**src/rtl/joy_scan_mux.sv**
```systemverilog
// rtl/joy_scan_mux.sv - time-multiplexed joystick port scanner with per-port debounce
module joy_scan_mux #(
  parameter int NUM_PORTS        = 4,
  parameter int NUM_BITS         = 6,
  parameter int SETTLE_CYCLES    = 4,
  parameter int DEBOUNCE_SAMPLES = 3,
  localparam int SEL_W = (NUM_PORTS > 1) ? $clog2(NUM_PORTS) : 1
) (
  input  logic                   clk,
  input  logic                   reset,
  input  logic                   enable,
  input  logic                   swap_ports,
  input  logic [NUM_BITS-1:0]    joy_in,
  output logic [SEL_W-1:0]       joy_sel,
  output logic [NUM_PORTS*8-1:0] joy_out,
  output logic                   scan_done
);

  localparam int CNT_W = (SETTLE_CYCLES > 1) ? $clog2(SETTLE_CYCLES) : 1;
  localparam int DB_W  = (DEBOUNCE_SAMPLES > 1) ? $clog2(DEBOUNCE_SAMPLES) : 1;
  localparam logic [CNT_W-1:0] SETTLE_LAST = CNT_W'(SETTLE_CYCLES - 1);
  localparam logic [DB_W-1:0]  DB_MAX      = DB_W'(DEBOUNCE_SAMPLES - 1);
  localparam logic [SEL_W-1:0] LAST_PORT   = SEL_W'(NUM_PORTS - 1);

  typedef enum logic [1:0] {IDLE, SETTLE, SAMPLE} state_t;

  state_t             state_q, state_n;
  logic [SEL_W-1:0]   idx_q, idx_n;
  logic [CNT_W-1:0]   cnt_q, cnt_n;
  logic               capture;

  logic [NUM_BITS-1:0] last_q   [NUM_PORTS];
  logic [DB_W-1:0]     stable_q [NUM_PORTS];
  logic [NUM_BITS-1:0] deb_q    [NUM_PORTS];
  logic [DB_W-1:0]     new_cnt;

  always_ff @(posedge clk) begin
    if (reset) begin
      state_q   <= SETTLE;
      idx_q     <= '0;
      cnt_q     <= '0;
      scan_done <= 1'b0;
    end else begin
      state_q   <= state_n;
      idx_q     <= idx_n;
      cnt_q     <= cnt_n;
      scan_done <= capture && (idx_q == LAST_PORT);
    end
  end

  // Dropping enable always parks in IDLE with the index held, so resuming repeats a full settle.
  always_comb begin
    state_n = state_q;
    idx_n   = idx_q;
    cnt_n   = cnt_q;
    capture = 1'b0;
    case (state_q)
      IDLE: begin
        cnt_n = '0;
        if (enable) state_n = SETTLE;
      end
      SETTLE: begin
        if (!enable) begin
          state_n = IDLE;
          cnt_n   = '0;
        end else if (cnt_q == SETTLE_LAST) begin
          state_n = SAMPLE;
          cnt_n   = '0;
        end else begin
          cnt_n = cnt_q + CNT_W'(1);
        end
      end
      SAMPLE: begin
        state_n = enable ? SETTLE : IDLE;
        cnt_n   = '0;
        if (enable) begin
          capture = 1'b1;
          idx_n   = (idx_q == LAST_PORT) ? '0 : idx_q + SEL_W'(1);
        end
      end
      default: begin
        state_n = IDLE;
        cnt_n   = '0;
      end
    endcase
  end

  always_comb begin
    new_cnt = '0;
    if (joy_in == last_q[idx_q])
      new_cnt = (stable_q[idx_q] == DB_MAX) ? DB_MAX : stable_q[idx_q] + DB_W'(1);
  end

  always_ff @(posedge clk) begin
    if (reset) begin
      for (int p = 0; p < NUM_PORTS; p++) begin
        last_q[p]   <= '1;
        stable_q[p] <= '0;
        deb_q[p]    <= '1;
      end
    end else if (capture) begin
      last_q[idx_q]   <= joy_in;
      stable_q[idx_q] <= new_cnt;
      if (new_cnt == DB_MAX) deb_q[idx_q] <= joy_in;
    end
  end

  assign joy_sel = idx_q;

  // Slots 0 and 1 trade places under swap_ports; SRC collapses to p when there is only one port.
  for (genvar p = 0; p < NUM_PORTS; p++) begin : g_slot
    localparam int SRC = (NUM_PORTS >= 2 && p < 2) ? 1 - p : p;
    logic [NUM_BITS-1:0] deb_sel;
    assign deb_sel = swap_ports ? deb_q[SRC] : deb_q[p];
    if (NUM_BITS < 8) begin : g_pad
      assign joy_out[p*8 +: 8] = {{(8 - NUM_BITS){1'b1}}, deb_sel};
    end else begin : g_full
      assign joy_out[p*8 +: 8] = deb_sel;
    end
  end

endmodule

```
**config.mk**
```make
export PLATFORM = sky130hd
export DESIGN_NAME = joy_scan_mux
export DESIGN_NICKNAME = d
export VERILOG_FILES = /design/src/rtl/joy_scan_mux.sv
export SDC_FILE = /design/constraint.sdc
export NUM_CORES = 1
export LEC_CHECK = 0
export BUFFER_PORTS_ARGS = -buffer_cell sky130_fd_sc_hd__buf_4
export CORE_MARGIN = 10
export CORE_UTILIZATION = 40
export DETAILED_ROUTE_END_ITERATION = 12
export HOLD_SLACK_MARGIN = 0.02
export SYNTH_ARGS = -nofsm -noshare
export SYNTH_HDL_FRONTEND = slang
export SYNTH_SLANG_ARGS = --single-unit
```
**constraint.sdc**
```tcl
create_clock -name clk -period 4.4 [get_ports clk]
set_clock_uncertainty 0.1 [all_clocks]
set_input_delay 0.22 -clock clk [delete_from_list [all_inputs] [get_ports clk]]
set_output_delay 0.22 -clock clk [all_outputs]
set_load 0.1 [all_outputs]
```
Yosys cells after proc, flatten, opt, wreduce, memory -nomap -nowiden
Memory sizes are Yosys's and may differ from the RTL's. A register that Yosys moved wholly into a read port is not among the register bits.
Index checks and enable logic that the tools add are counted.
Operators by class
  bitwise operators: 2
  eq/ne operators: 9
  shift-type cells: 0
  reduce and logical (&&, ||, !) cells: 8
  $lt $le $gt $ge: 0
  add/subtract/negate cells: 3
  $mul: 0
  muxes and demuxes: 34
  div/mod/pow operators: 0
Operators with widths (count)
  2-to-1 mux 2 bit: 14
  2-to-1 mux 6 bit: 4
  2-to-1 mux 1 bit: 15
  OR reduction 6 bit: 2
  equality test 2 bit, second input constant: 5
  adder 2 x 1 -> 2 bit, second input constant: 3
  equality test 6 bit: 1
  one-hot mux 2 bit (3 select lines): 1
  AND reduction 2 bit: 2
  OR reduction 4 bit: 1
  inequality test 3 bit, second input constant: 1
  equality test 2 x 1 -> 1 bit, second input constant: 1
  zero test 2 bit: 1
  inequality test 2 bit, second input constant: 1
  inverter 1 bit: 2
  OR reduction 2 bit: 1
  logical AND 1 bit: 1
Word-level totals
  logic and storage cells: 63
  output and inout port bits: 35
  bits in read-only memories: 0
  memories: 3
  register bits: 7
  bits in latches: 0
  RAM bits: 56
Memory list
  deb_q: depth 4, width 6, read ports 4, clocked after memory_dff 0, write ports 4, RTL line 34  | logic [NUM_BITS-1:0] deb_q [NUM_PORTS];
  last_q: depth 4, width 6, read ports 1, clocked after memory_dff 1, write ports 4, RTL line 32  | logic [NUM_BITS-1:0] last_q [NUM_PORTS];
  stable_q: depth 4, width 2, read ports 1, clocked after memory_dff 1, write ports 4, RTL line 33  | logic [DB_W-1:0] stable_q [NUM_PORTS];

Depth between registers and ports, before layout
Gate-level depths: netlist (run 1).
  word-level depth: 10
  depth in mapped cells: 10

Worst setup path after synthesis (run 1)
Ideal clock, no wire load.
  path type: register to register
  start point: register with a tool-made name
  end point: memory deb_q[1][0], data pin
  stages on the path, launching flop included: 11
  setup slack: 1625 ps
  clock period less this slack: 2775 ps
  buffers on the path: 3
  arrival: 2409 ps
  path through: dfxtp_1 > buf_6 > mux4_1 > inv_1 > ha_1 > nand4b_1 > or2_2 > clkbuf_1 > clkbuf_1 > nor4_1 > nand3_2
RTL lines (RTL line)
  end: declaration: 34

==> results of run 1 <==
power by group:
group	switching [mW]	internal [mW]	leakage (nW)
combinational	0.0782	0.0195	0.474
clock	0.218	0.335	0.108
sequential	0.00161	0.670	0.484
total	0.298	1.02	1.07
cells by family (layout without fill, tap and decap cells):
kind of cell	after synthesis	count (layout)	share of synthesized area, %
buffers and inverters	40	59	6.68
AO/OA/AOI/OAI	8	8	1.89
AND/OR/NAND/NOR	123	123	22.8
multiplexers	21	21	10.1
flip-flops	65	65	55.3
XOR/XNOR	6	6	2.01
other	1	8	0.111
adder cells (fa/ha/maj)	3	3	1.11
cells in the mapped netlist (8+ instances only):
cell	count	area, um2
edfxtp_1	56	1680
nor4_1	23	144
clkbuf_1	18	67.6
or3_1	18	113
mux2_2	12	135
nand4_1	12	75.1
nor2_1	11	41.3
nand3_2	10	100
dfxtp_1	9	180
buf_4	8	60.1
nor3_1	8	40.0
or2_2	8	50.1
metal layers:
layer  global-route usage [%]  vias up  wire length [um]
met5                        0        -                 0
met3                     2.79       12               332
met4                     5.83        0               138
li1                         -     1053                 -
met2                     19.9       61              3960
met1                     15.2     1097              3390
per-stage QoR:
stage / instance area [um2] / util [%]
after floorplan: 3400 / -
after global placement: 3610 / 43.9
after detailed placement: 3610 / 43.9
after CTS: 3830 / 46.6
after global routing: 3830 / 46.6
final: 3830 / 46.6
critical path: stages (launching register included):
cell	delay, ps
dfxtp_1	670
mux4_1	640
inv_1	80
ha_1	150
nand4b_1	290
or2_2	560
nor4_1	390
nand3_2	100
layout make-up:
class | count | share of cell area [%]
clock inverters | 3 | 1.70
inverters | 3 | 0.294
multi-input cells | 169 | 34.2
clock buffers | 13 | 3.89
repair buffers | 40 | 7.90
flip-flops and latches | 65 | 48.6
well taps | 105 | 3.43
worst paths after layout:
kind / end / slack (ps) / from / cells past startpoint
setup / recovery: deb_q[1][5]$_SDFFCE_PN1P_ / 1140 / register / 7
hold / removal: last_q[0][5]$_SDFFCE_PN1P_ / 150 / joy_in[5] / 2
setup reg to reg: deb_q[1][5]$_SDFFCE_PN1P_ / 1140 / register / 7
hold reg to reg: cnt_q[0]$_SDFF_PP0_ / 330 / cnt_q[0]$_SDFF_PP0_ / 1
state kept, by name, indices dropped and copies added, names as in the netlist, named ones only:
signal	cells
deb_q	24
last_q	24
stable_q	8
cnt_q	2
joy_sel	2
state_q	2
scan_done	1
repair_timing:
| item | in CTS | in global routing |
|---|---|---|
| hold endpoints to repair | 1 | 0 |
| buffers inserted | 0 | 0 |
| hold buffers | 1 | 0 |
==> run summary, run 1 <==
Status - complete, no violations
Largest net degree at the start of global routing - 40
Vias in the first global route - 2214
NumNets Final - 301
Hpwl dp - 5.30 mm
Initial antenna violation count - 0
Fin cells - 398
Synthesized flop and latch total - 65
Grt total ovfl - 0
Unique masters post-synth - 43
Most frequent cells in the layout - edfxtp_1 (56), buf_4 (39), nor4_1 (23), or3_1 (18)
Critical path class - reg2reg
Number of port buffers - 36
Pwr dens - 345 nW/um2
Fin. Hold Viols - 0
Slew Viols, Final - 0
First-pass detailed-route iteration total - 4
Critical path capture point type - register
Clock Path Buffers - 2
Io pins - 45
Achievable Freq - 0.306 GHz
Core area - 8220 um2
Min Hold Slack - 153 ps
Minimum clock period - 3260 ps
Clk sinks - 65
Dpl cells - 381
Htree depth - 3
Power, Total - 1.32 mW
DP Worst Slack - 1140 ps
Worst Path Max Fanout - 23
Initial Util - 41.0%
Area of the multi-input gates - 1310 um2
Seq/Total Area, Yosys - 55.3%
EDFF count, synth - 56
Area of the die - 12500 um2
Fin crit share - 74.2%
Commonest non-fill, non-tap cell in the layout - edfxtp_1
Clock root cell - clkbuf_8
Post-DRT Antenna Nets - 0
Hold/Removal Path Class - in2reg
Post-Synthesis Cells - 267
Setup Total Neg Slack - 0 ps
Async S/R FF share, synth - 0%
Worst-path clk slew - 70 ps
# diodes - 0
Via count - 2223
RSZ-0062 raised after global routing - false
First-pass GRT wire length - 12.4 mm
Mean Syn Cell Area - 12.6 um2
CTS tree - done
Slew @ Worst Pin - 960 ps
Gpl congestion - 0.755
Skew-Pair Late Insertion Delay - 340 ps
Final setup margin - 1140 ps
DRT iter0 DRCs - 172
Die H - 112 um
MaxCap Viol Count - 0
Synth Flop Type - edfxtp_1
Floorplan row count - 33
Startpoint Class - register
Req. time, crit path - 4360 ps
Routed Wire Length - 7.83 mm
Pleak - 1.07 nW
Routed vias/inst - 5.59
Final setup viols - 0
Worst VDD drop - 0.160 mV
Die Wd - 112 um
Total GRT Usage - 12.3%
Number of fill cells - 741
Max-slew headroom - 35.8%
Yosys warns - 0
Num CTS Buffers - 9
Mapped Area - 3370 um2
Residual DRC count - 0
Wire per inst - 19.7 um
Crit path DAT - 3220 ps
Register area - 1860 um2
Share of layout cells above drive strength 1 - 30.7%
Area grow syn2layout - 13.7%
Post_cts resized - 0
(Power assumes the default switching activity.)
==> run 2: changes to the inputs <==
clock period = 3.26 ns   (was 4.4 ns; I/O delays follow)
==> run 2 against run 1 <==
Critical endpoint is now deb_q[0][1]$_SDFFCE_PN1P_. Cell count rose by 1.3%. Wire length shrank 1.5%. Via count decreased by 0.49%. Clock power rose by 19%.
==> run summary, run 2 (same netlist as run 1, synthesis figures left out) <==
Status - complete, no violations
Total GRT Usage - 12.2% (-0.12 points)
Die Wd - 112 um (unchanged)
Vias in the first global route - 2264 (+2.3%)
Biggest regs - deb_q (24), last_q (24), stable_q (8)
Crit path max-delay family - multiplexers
Routed vias/inst - 5.49 (-1.7%)
Reg2Reg Setup Slack - 460 ps (-670 ps)
Worst-path clk slew - 70 ps (about the same)
Post-DRT Antenna Nets - 0 (unchanged)
Largest net degree at the start of global routing - 40 (unchanged)
Worst path bufs/invs - 1 (unchanged)
Number of port buffers - 36 (unchanged)
Critical Path, Cell by Cell - buf_4 > mux4_2 > xnor2_1 > and4_1 > a41o_1
Clock Path Buffers - 2 (unchanged)
Crit. path cell count - 5 (-2)
Dpl cells - 386 (+1.3%)
Routed Wire Length - 7.71 mm (-1.5%)
Req. time, crit path - 3170 ps (-1190 ps)
Startpoint Class - register
Worst hold endpoint - last_q[2][4]$_SDFFCE_PN1P_
MaxCap Viol Count - 0 (unchanged)
Initial Util - 41.0% (unchanged)
First-pass detailed-route iteration total - 4 (unchanged)
# diodes - 0 (unchanged)
Worst r2r path cells - 5 (-2)
CTS tree - done
Gpl congestion - 0.773 (+2.5%)
RR Endpoint - deb_q[0][1]$_SDFFCE_PN1P_
Initial antenna violation count - 0 (unchanged)
CP peak stage delay - 520 ps (-150 ps)
Hold/Removal Path Class - in2reg
Area of the die - 12500 um2 (unchanged)
Area grow syn2layout - 14.0%
Io pins - 45 (unchanged)
WHS Path Cells - 2 (unchanged)
DRT iter0 DRCs - 176 (+2.3%)
Hpwl dp - 5.34 mm (+0.77%)
Residual DRC count - 0 (unchanged)
Pleak - 1.08 nW (+1.6%)
Skew-Pair Late Insertion Delay - 340 ps (about the same)
Clk sinks - 65 (unchanged)
Grt total ovfl - 0 (unchanged)
Final setup viols - 0 (unchanged)
RSZ-0062 raised after global routing - false
Min Hold Slack - 107 ps (-45.6 ps)
Slew @ Worst Pin - 906 ps (-54.3 ps)
Max-slew headroom - 39.5% (+3.6 points)
Critical path class - reg2reg
Num CTS Buffers - 9 (unchanged)
Clock root cell - clkbuf_8
Fin. Hold Viols - 0 (unchanged)
NumNets Final - 306 (+1.7%)
Placed Area - 3650 um2 (+1.0%)
Fin cells - 403 (+1.3%)
Layout Cell Area excl Fill - 3840 um2 (+0.26%)
Htree depth - 3 (unchanged)
Core area - 8220 um2 (unchanged)
Wire per inst - 19.1 um (-2.7%)
Setup Total Neg Slack - 0 ps (unchanged)
Minimum clock period - 2800 ps (-466 ps)
First-pass GRT wire length - 12.2 mm (-1.6%)
Most frequent cells in the layout - edfxtp_1 (56), buf_4 (44), nor4_1 (23), or3_1 (18)
Pwr dens - 442 nW/um2 (+28%)
Die H - 112 um (unchanged)
Crit path max-delay cell type - mux4_2
Crit path DAT - 2710 ps (-510 ps)
Critical path capture point type - register
Share of layout cells above drive strength 1 - 32.6% (+1.8 points)
Fin crit share - 85.8% (+12 points)
Worst VDD drop - 0.233 mV (+46%)
Post_cts resized - 0 (unchanged)
Commonest non-fill, non-tap cell in the layout - edfxtp_1
Post-CTS setup buffers - 0 (unchanged)
Finished Core Util - 46.8% (+0.12 points)
Worst Path Max Fanout - 8 (-65%)
Slew Viols, Final - 0 (unchanged)
Via count - 2212 (-0.49%)
Achievable Freq - 0.358 GHz (+17%)
HP Start - joy_in[4]
Floorplan row count - 33 (unchanged)
Post-CTS Hold Buffers - 1 (unchanged)
## run 2: changes by cell type in the layout (fill, tap and decap cells not counted)
cell,previous run,this run
clkbuf_8,10,9
bufinv_16,2,1
clkinv_2,1,4
clkbuf_1,3,1
clkinv_4,0,1
buf_4,39,44
## run 2: layer usage
metal  track usage [%]  vias up  wire length, um
met1              14.8     1083             3370
met3              3.01        8              413
met5                 0        -                0
li1                  -     1057                -
met4              5.83        0               91
met2              19.7       64             3830
## run 2: how the worst max path moves through the flow
| stage | from | to |
|---|---|---|
| after CTS | register | deb_q[0][5]$_SDFFCE_PN1P_ |
| final | register | deb_q[0][1]$_SDFFCE_PN1P_ |
| after global placement | register | deb_q[1][1]$_SDFFCE_PN1P_ |
| after detailed placement | register | deb_q[0][5]$_SDFFCE_PN1P_ |
| after floorplan | register | deb_q[1][5]$_SDFFCE_PN1P_ |
| after global routing | register | deb_q[0][3]$_SDFFCE_PN1P_ |
## run 2: final cells by class
type                    count  area, um2
well taps                 105        131
fillers                   742       4370
repair buffers             45        340
clock buffers              10        128
multi-input cells         169       1310
inverters                   3       11.3
clock inverters             6       58.8
flip-flops and latches     65       1860
## run 2: power by group
part           switching, mW  internal (mW)
logic                  0.106         0.0283
clock network          0.308          0.349
registers            0.00227          0.904
total                  0.416           1.28
## run 2: per-stage QoR
stage                     total power, mW  worst slack [ps]
after detailed placement             1.06               472
after CTS                            1.71               466
after floorplan                      1.04               485
final                                1.70               463
after global routing                 1.76               311
after global placement               1.06               532
==> run 3: changes to the inputs <==
PLACE_DENSITY_LB_ADDON = 0.3   (was unset)
==> run 3 against run 2 <==
Via count barely moved. Critical path depth up 2. Wire length decreased by 1.1%. First-iteration DRC count decreased by 14%. Count of clock-buffer cells in the layout unchanged. Clock power rose by 6.5%. Maximum frequency fell by 5.8%. Sequential cell count stayed put. Utilization up 0.11 points. Critical path type unchanged. Largest cell class unchanged. Highest routed layer unchanged.
==> run summary, run 3 (same netlist as run 1, synthesis figures left out) <==
Most frequent cells in the layout - edfxtp_1 (56), buf_4 (40), nor4_1 (23), or3_1 (18)
# diodes - 0 (unchanged)
Wire per inst - 19.1 um (-0.33%)
Core area - 8220 um2 (unchanged)
Area grow syn2layout - 14.3%
Power, Total - 1.74 mW (+2.5%)
CTS tree - done
Clock root cell - clkbuf_8
Worst r2r path cells - 7 (+2)
Largest net degree at the start of global routing - 40 (unchanged)
Initial antenna violation count - 0 (unchanged)
Startpoint Class - register
Finished Core Util - 46.9% (+0.11 points)
Critical path capture point type - register
Post-CTS setup buffers - 0 (unchanged)
Fin. Hold Viols - 0 (unchanged)
Floorplan row count - 33 (unchanged)
Clk sinks - 65 (unchanged)
Worst Path Max Fanout - 23 (+15)
Number of fill cells - 722 (-2.7%)
First-pass GRT wire length - 12.1 mm (-0.57%)
Critical path class - reg2reg
Global route hottest layer - met2
Grt total ovfl - 0 (unchanged)
Pleak - 1.07 nW (-1.2%)
Max-slew headroom - 41.2% (+1.7 points)
Hpwl dp - 5.17 mm (-3.2%)
Share of layout cells above drive strength 1 - 32.2% (-0.35 points)
Post_cts resized - 0 (unchanged)
DRT iter0 DRCs - 151 (-14%)
Area of the die - 12500 um2 (unchanged)
Achievable Freq - 0.337 GHz (-5.8%)
Gpl congestion - 0.830 (+7.3%)
Worst hold endpoint - last_q[2][0]$_SDFFCE_PN1P_
Met1 Resource Use GR - 14.5% (-0.36 points)
Die H - 112 um (unchanged)
Commonest non-fill, non-tap cell in the layout - edfxtp_1
Initial Util - 41.0% (unchanged)
RSZ-0062 raised after global routing - false
Slew Viols, Final - 0 (unchanged)
HP Start - joy_in[0]
RR Endpoint - deb_q[3][0]$_DFFE_PP_
Status - complete, no violations
Total GRT Usage - 12.0% (-0.19 points)
Setup Total Neg Slack - 0 ps (unchanged)
Routed vias/inst - 5.53 (+0.80%)
Skew-Pair Late Insertion Delay - 330 ps (about the same)
Htree depth - 3 (unchanged)
Via count - 2213 (+0.045%)
Worst VDD drop - 0.243 mV (+4.2%)
Io pins - 45 (unchanged)
Clock Path Buffers - 2 (unchanged)
Hold/Removal Path Class - in2reg
Vias in the first global route - 2286 (+0.97%)
Number of port buffers - 36 (unchanged)
Worst-path clk slew - 70 ps (about the same)
MaxCap Viol Count - 0 (unchanged)
Crit path DAT - 2910 ps (+200 ps)
Post-DRT Antenna Nets - 0 (unchanged)
Die Wd - 112 um (unchanged)
Biggest regs - deb_q (24), last_q (24), stable_q (8)
Num CTS Buffers - 9 (unchanged)
NumNets Final - 303 (-0.98%)
Routed Wire Length - 7.63 mm (-1.1%)
Req. time, crit path - 3200 ps (+30 ps)
Fin crit share - 91.0% (+5.2 points)
GR Layer Usage met3 - 3.06% (+0.054 points)
Final setup viols - 0 (unchanged)
Reg2Reg Setup Slack - 290 ps (-170 ps)
WHS Path Cells - 2 (unchanged)
Minimum clock period - 2970 ps (+171 ps)
GR Layer Usage met2 - 19.5% (-0.19 points)
Slew @ Worst Pin - 880 ps (-25.9 ps)
Residual DRC count - 0 (unchanged)
Pwr dens - 452 nW/um2 (+2.3%)
First-pass detailed-route iteration total - 4 (unchanged)
-- run 3: changes by cell type in the layout (fill, tap and decap cells not counted), sizes merged --
cell      before  now
clkinv         5    3
clkinvlp       0    2
buf           44   41
-- run 3: what timing repair did --
action                                  CTS  global route
endpoints found under the setup margin    0             0
hold buffers                              1             0
endpoints found under the hold margin     1             0
-- run 3: metrics by stage --
stage	hold WS [ps]	instances	worst slack, ps	area [um2]
after floorplan	173	274	485	3400
after global placement	304	383	330	3640
after detailed placement	307	383	311	3640
after CTS	84.2	400	269	3850
after global routing	102	400	120	3850
final	102	400	292	3850
-- run 3: area by class of cell --
| type | count | area [um2] | area share (%) |
|---|---|---|---|
| clock inverters | 6 | 67.6 | 1.75 |
| clock buffers | 10 | 138 | 3.57 |
| well taps | 105 | 131 | 3.41 |
| repair buffers | 42 | 330 | 8.58 |
| flip-flops and latches | 65 | 1860 | 48.3 |
| multi-input cells | 169 | 1310 | 34.0 |
| inverters | 3 | 11.3 | 0.292 |
-- run 3: worst max-delay path by stage --
| stage | startpoint | endpoint | slack, ps | cells after the start |
|---|---|---|---|---|
| 3_3_place_gp | register | deb_q[0][2]$_SDFFCE_PN1P_ | 330 | 4 |
| 5_1_grt | register | deb_q[3][5]$_DFFE_PP_ | 120 | 7 |
| 6_report | register | deb_q[3][0]$_DFFE_PP_ | 290 | 7 |
| 3_5_place_dp | register | deb_q[3][2]$_DFFE_PP_ | 310 | 7 |
| 4_1_cts | register | deb_q[3][1]$_DFFE_PP_ | 270 | 7 |
| 2_1_floorplan | register | deb_q[1][5]$_SDFFCE_PN1P_ | 490 | 10 |
-- run 3: power breakdown --
group	switching [mW]	internal, mW	leakage [nW]
logic	0.105	0.0284	0.487
registers	0.00251	0.904	0.484
clock network	0.325	0.375	0.0985
total	0.433	1.31	1.07
-- run 3: worst max-delay path: stages, from the launching register on --
cell and delay (ps):
dfxtp_1 640, mux4_1 640, inv_1 90, ha_1 140
nand4b_1 120, or2_2 470, nor2_1 200, a31o_2 270
-- run 3: per-layer routing --
| metal | share of wire (%) | up-vias |
|---|---|---|
| li1 | - | 1056 |
| met1 | 43 | 1084 |
| met2 | 51 | 64 |
| met3 | 5.0 | 9 |
| met4 | 1.1 | 0 |
| met5 | 0 | - |
